### src/rtl/s2p_com_align.sv
// Serial-to-parallel front end: COM-symbol byte alignment, lock, held byte output.
// Optional: define S2P_COM_COUNT_EN to add the com_count output.
module s2p_com_align #(
  parameter logic [7:0]  COM_SYMBOL = 8'hBC,
  parameter int unsigned COM_LOCK   = 4
) (
  input  logic        clk_32f,
  input  logic        reset,
  input  logic        data_in,
  output logic [7:0]  data_8,
  output logic        valid_8,
  output logic        active,
`ifdef S2P_COM_COUNT_EN
  output logic [15:0] com_count,
`endif
  output logic        sinc
);

  typedef enum logic [1:0] {
    SEARCH = 2'd0,
    ALIGN  = 2'd1,
    ACTIVE = 2'd2
  } state_t;

  localparam logic [4:0] LOCK_N = 5'(COM_LOCK);

  state_t      state, state_n;
  logic [7:0]  sr, nsr;
  logic [2:0]  bit_cnt, bit_cnt_n;
  logic [3:0]  com_cnt, com_cnt_n;
  logic [4:0]  com_inc;
  logic [7:0]  data_n;
  logic        valid_n;
  logic        sinc_n;
  logic        is_com;
  logic        boundary;

  always_comb begin
    nsr       = {sr[6:0], data_in};
    is_com    = (nsr == COM_SYMBOL);
    boundary  = (bit_cnt == 3'd7);
    com_inc   = {1'b0, com_cnt} + 5'd1;
    state_n   = state;
    bit_cnt_n = bit_cnt;
    com_cnt_n = com_cnt;
    data_n    = data_8;
    valid_n   = valid_8;
    sinc_n    = 1'b0;
    unique case (state)
      SEARCH: begin
        if (is_com) begin
          bit_cnt_n = 3'd0;
          com_cnt_n = 4'd1;
          state_n   = (LOCK_N == 5'd1) ? ACTIVE : ALIGN;
        end
      end
      ALIGN: begin
        bit_cnt_n = bit_cnt + 3'd1;
        if (boundary) begin
          if (is_com) begin
            com_cnt_n = com_inc[3:0];
            if (com_inc == LOCK_N) state_n = ACTIVE;
          end else begin
            // misaligned byte: restart the bitwise hunt from the next bit
            state_n   = SEARCH;
            com_cnt_n = 4'd0;
            bit_cnt_n = 3'd0;
          end
        end
      end
      ACTIVE: begin
        bit_cnt_n = bit_cnt + 3'd1;
        if (boundary) begin
          data_n  = nsr;
          valid_n = ~is_com;
          sinc_n  = 1'b1;
        end
      end
      default: state_n = SEARCH;
    endcase
  end

  always_ff @(posedge clk_32f) begin
    if (reset) begin
      state   <= SEARCH;
      sr      <= 8'd0;
      bit_cnt <= 3'd0;
      com_cnt <= 4'd0;
      data_8  <= 8'd0;
      valid_8 <= 1'b0;
      sinc    <= 1'b0;
      active  <= 1'b0;
    end else begin
      state   <= state_n;
      sr      <= nsr;
      bit_cnt <= bit_cnt_n;
      com_cnt <= com_cnt_n;
      data_8  <= data_n;
      valid_8 <= valid_n;
      sinc    <= sinc_n;
      active  <= (state_n == ACTIVE);
    end
  end

`ifdef S2P_COM_COUNT_EN
  always_ff @(posedge clk_32f) begin
    if (reset) begin
      com_count <= 16'd0;
    end else if (state == ACTIVE && boundary && is_com
                 && com_count != 16'hFFFF) begin
      com_count <= com_count + 16'd1;
    end
  end
`endif

endmodule

### config.mk
export PLATFORM = sky130hd
export DESIGN_NAME = s2p_com_align
export DESIGN_NICKNAME = d
export VERILOG_FILES = /design/src/rtl/s2p_com_align.sv
export SDC_FILE = /design/constraint.sdc
export NUM_CORES = 1
export LEC_CHECK = 0
export ABC_AREA = 1
export CAP_MARGIN = 20
export CORE_MARGIN = 2
export CORE_UTILIZATION = 54
export CTS_CLUSTER_SIZE = 25
export DETAILED_ROUTE_END_ITERATION = 10
export PLACE_DENSITY_LB_ADDON = 0.25
export SLEW_MARGIN = 10
export SYNTH_ARGS = -nofsm -noshare
export SYNTH_HDL_FRONTEND = slang
export SYNTH_SLANG_ARGS = --single-unit
### constraint.sdc
create_clock -name clk_32f -period 1.55 [get_ports clk_32f]
set_input_delay 0.3875 -clock clk_32f [delete_from_list [all_inputs] [get_ports clk_32f]]
set_output_delay 0.3875 -clock clk_32f [all_outputs]
set_load 0.1 [all_outputs]
# Yosys cells after proc, flatten, opt, wreduce, memory -nomap -nowiden

Index checks and enable logic that the tools add are counted.

Add/sub/neg operators: 2
Bitwise gates (word level): 2
Reduce and logical (&&, ||, !) cells: 7
Equal/unequal tests: 8
Multiplexer cells: 14

Operators with widths:

| cell                                           | number |
|---|---|
| two-way mux 4 bit                              | 3 |
| two-way mux 3 bit                              | 3 |
| one-hot mux 3 bit (3 select lines)             | 1 |
| == test 8 bit (second input constant)          | 1 |
| two-way mux 2 bit                              | 4 |
| one-hot mux 4 bit (2 select lines)             | 1 |
| one-hot mux 2 bit (3 select lines)             | 1 |
| adder 4 x 1 -> 5 bit (second input constant)   | 1 |
| == test 5 x 3 -> 1 bit (second input constant) | 1 |
| == test 2 bit (second input constant)          | 2 |
| != test 2 bit (second input constant)          | 2 |
| AND reduction 2 bit                            | 2 |
| adder 3 x 1 -> 3 bit (second input constant)   | 1 |
| == test 3 bit (second input constant)          | 1 |
| AND reduction 3 bit                            | 1 |
| nonzero test 3 bit                             | 1 |
| == test 2 x 1 -> 1 bit (second input constant) | 1 |
| zero test 2 bit                                | 1 |
| inverter 1 bit                                 | 2 |
| nonzero test 2 bit                             | 1 |
| OR reduction 2 bit                             | 1 |
| two-way mux 1 bit                              | 1 |

Bits in registers: 27
Bits of input ports: 3
Output and inout bits: 11

# Logic depth before layout (Yosys ltp)

Depth in word-level cells: 7
Mapped depth: 10
Gate-level depth less buffers: 10

# Worst setup path after synthesis

OpenSTA, ideal clock, no wires.

Path kind: register -> register
Start: reg state[0]
End: reg com_cnt[0]
Slack: 0.174 ns
Required time: 1.437 ns
Buffers on the path: 0
Cell stages (with the launch flop): 9
Arrival time: 1.262 ns
Setup time: 0.113 ns
Path through: dfxtp_1 inv_1 ha_1 or2_1 nand2_2 a21oi_4 inv_2 nor2_1 nor2_1

Cells in the longest elaborated chain, start to end: 3
Elaborated cells on any way between the ends: 7

Ends and longest elaborated chain:

| item                                                          | line | source |
|---|---|---|
| start, declared                                               | 27   | `state_t state, state_n;` |
| start signal, assigned                                        | 94   | `state <= state_n;` |
| == test 2 x 1 -> 1 bit or zero test 2 bit (tied branches)     | 49   | `unique case (state)` |
| != test 2 bit (no line) or nonzero test 2 bit (tied branches) | n/a  |  |
| AND reduction 3 bit (no line)                                 | n/a  |  |
| end signal, assigned                                          | 97   | `com_cnt <= com_cnt_n;` |
| end, declared                                                 | 30   | `logic [3:0] com_cnt, com_cnt_n;` |

Several ways; a longest one is shown, not always the timed one.
A chain may end at the register's enable or synchronous reset.

# Worst setup path in the final report

Start: reg bit_cnt[0]
End: reg data_8[1]

Cells in the longest elaborated chain, start to end: 2

Ends and longest elaborated chain:

| item                          | line | source |
|---|---|---|
| start, declared               | 29   | `logic [2:0] bit_cnt, bit_cnt_n;` |
| start signal, assigned        | 96   | `bit_cnt <= bit_cnt_n;` |
| == test 3 bit                 | 41   | `boundary = (bit_cnt == 3'd7);` |
| named net boundary            | 36   | `logic boundary;` |
| AND reduction 2 bit (no line) | n/a  |  |
| end signal, assigned          | 98   | `data_8 <= data_n;` |
| end, declared                 | 10   | `output logic [7:0] data_8,` |

The timed path passes the listed nets, and every way through them passes these cells.

==> results.txt <==
XOR/XNOR share of the synthesized area - 0.715%
Synth Register Bits - 27
die area - 2670 um2
CTS Hold Bufs - 0
post-synthesis compound-gate area fraction - 13.1%
Synth cell types - 26
WP data required - 1.79 ns
most frequent cells in the layout - nor2_1 (26), dfxtp_1 (23), nand2_1 (21), inv_1 (18)
Tcrit/Tclk final - 96.0%
critical path arrival - 1.73 ns
Worst R2R End - data_8[1]$_SDFFE_PP0P_
vias in the first global route - 1050
initial cell density of the core - 56.5%
power density over cell area - 737 nW/um2
Final Critical Period - 1.49 ns
grt total ovfl - 0
worst rel slew slack - 85.8%
largest net degree at the start of global routing - 17
Post-Synthesis Cells - 158
clk buf depth - 2
DRT Pass-1 Iters - 4
Core Rows - 17
first-pass GRT wire length - 4330 um
Hold Path Depth - 2
Worst Hold End - sr[6]$_SDFF_PP0_
flop2flop setup slack - 0.06 ns
CTS Buf Count - 3
R2R cell count - 7
# H-tree levels - 1
DR WL/cell - 12.5 um
WS Path Type - reg2reg
Vert. Die Dim - 51.6 um
adder-cell share of the synthesized area - 9.19%
Tot GR Track Use - 22.2%
clock sink count - 27
core area - 2170 um2
post-synthesis sequential area ratio - 44.1%
initial antenna violation count - 0
# diodes - 0
Post-Synth Simple-Gate Area - 24.8%
Static Leak - 0.728 nW
Worst-path clk slew - 0.14 ns
Final Slew Violations - 0
Area Overhead vs Synth - 33.0%
Layout Skew - 0.00402 ns
Routed WL - 2630 um
max-cap check violation count - 0
post-synthesis mux area share - 0%
Worst setup SP type - register
post-DP HPWL - 1850 um
Fin. Hold Viols - 0
commonest non-fill, non-tap cell in the layout - nor2_1
TritonCTS clock tree - yes
Netlist Area Pre-Place - 1220 um2
Final Hold Slack - 0.443 ns
Nets - 195
DRT antenna net count - 0
run status - finished clean
root buffer cell - clkbuf_4
Final setup viols - 0
crit end category - register
vias - 1088
Synthesis Warnings - 0
Syn Area/Cell - 7.75 um2
clk_lat worst skew - 0.33 ns
beginning of the worst register-to-register path - bit_cnt[0]$_SDFFE_PP0P_
cell count after placement - 201
# IOs - 14
Hold Crit Start - sr[5]$_SDFF_PP0_
largest family of logic cells by synthesized area - simple AND/OR/NAND/NOR gates
Max Clock Freq - 672 MHz
layout cell share with drive strength beyond 1 - 26.9%
drt drc - 0
Least-Margin Pin Slew - 0.210 ns
VDD IR max - 0.000676 V
Die W - 51.6 um
IO Port Bufs - 13
Starting DRT DRC Count - 12
HP Class - reg2reg
Placer Congestion - 0.839
maximum fanout along the worst path - 7
Final Instance Count excl. Fillers - 210
syn_nets - 170
RSZ-0062 raised after global routing - yes
Vias/cell - 5.18
final core utilization - 75.1%
Design Power - 0.00120 W
[synth_stat cells]
library cell	n	share of area, %
nand4_1	1	0.51
nor2_2	1	0.51
buf_1	1	0.31
or2_2	1	0.51
a31oi_1	1	0.51
inv_2	4	1.2
a21oi_1	10	4.1
dfxtp_1	27	44
nor2_1	26	8.0
nand3_1	5	2.0
buf_2	1	0.41
nand3_2	1	0.82
ha_1	9	9.2
nand2_2	3	1.5
o21ai_1	4	1.6
nand2_4	1	0.92
clkbuf_1	1	0.31
a21oi_4	1	1.3
nand2_1	23	7.0
inv_1	19	5.8
a21boi_1	1	0.61
xnor2_1	1	0.72
or2_1	1	0.51
nor3b_1	1	0.61
nor2_4	2	1.8
o21ai_0	12	4.9
[power by group]
group,internal [W],switching (W)
combinational,0.0000627,0.0000931
sequential,0.000714,0.0000213
clock,0.0000972,0.000212
total,0.000874,0.000327
[per-stage QoR]
step / setup WS, ns / setup TNS, ns / area [um2]
4_1_cts: 0.0338 / 0 / 1570
5_1_grt: -0.0262 / -0.0434 / 1630
3_5_place_dp: -0.159 / -1.22 / 1540
2_1_floorplan: 0.174 / 0 / 1220
3_3_place_gp: -0.0934 / -0.760 / 1540
6_report: 0.0626 / 0 / 1630
[critical path, stage by stage, from the launching register on]
cell and delay (ns):
dfxtp_2 0.35, ha_1 0.19, ha_1 0.20, nand2_2 0.11
clkinvlp_4 0.13, buf_2 0.19, o21ai_0 0.16, a21oi_1 0.06
[area by class of cell]
type	count	area [um2]
clock buffer	3	22.5
timing repair buffer	23	325
tap	28	35.0
inverter	23	90.1
clock inverter	1	5.00
multi-input combinational	105	601
fill	163	541
sequential	27	551
[metal layers]
metal / vias up / routed length, um / GRT usage, %
li1: 547 / - / -
met2: 14 / 1360 / 36.5
met5: - / 0 / 0
met3: 7 / 67 / 3.74
met4: 0 / 79 / 16.7
met1: 520 / 1120 / 25.6
[flip-flops by register name (all words and copies together), names as in the netlist]
| signal | count |
|---|---|
| data_8 | 8 |
| sr | 7 |
| com_cnt | 4 |
| bit_cnt | 3 |
| state | 2 |
| active | 1 |
| sinc | 1 |
| valid_8 | 1 |
[cells by family (layout without fill, tap and decap cells)]
logic type,Yosys count,after routing
AOI/OAI and AO/OA,29,29
and+or+nand+nor,66,66
adders and majority gates,9,9
buffers and inverters,26,50
DFF,27,27
xor gates and xnor gates,1,1
[timing repair]
item / in CTS / in global routing
resized for setup: 1 / 11
setup buffers: 0 / 5
setup endpoints to repair: 1 / 17
[worst max-delay path by stage]
stage                                  from                       to  slack (ns)  cells after the start
floorplan               state[0]$_SDFF_PP0_  com_cnt[0]$_SDFFE_PP0P_        0.17                      8
global placement                    data_in  com_cnt[0]$_SDFFE_PP0P_       -0.09                      9
detailed placement                  data_in  com_cnt[0]$_SDFFE_PP0P_       -0.16                      9
CTS                     state[0]$_SDFF_PP0_   data_8[4]$_SDFFE_PP0P_        0.03                      6
global route        bit_cnt[0]$_SDFFE_PP0P_   data_8[1]$_SDFFE_PP0P_       -0.03                      7
finish              bit_cnt[0]$_SDFFE_PP0P_   data_8[1]$_SDFFE_PP0P_        0.06                      7
Note: power is estimated with default switching activity, not from simulation.
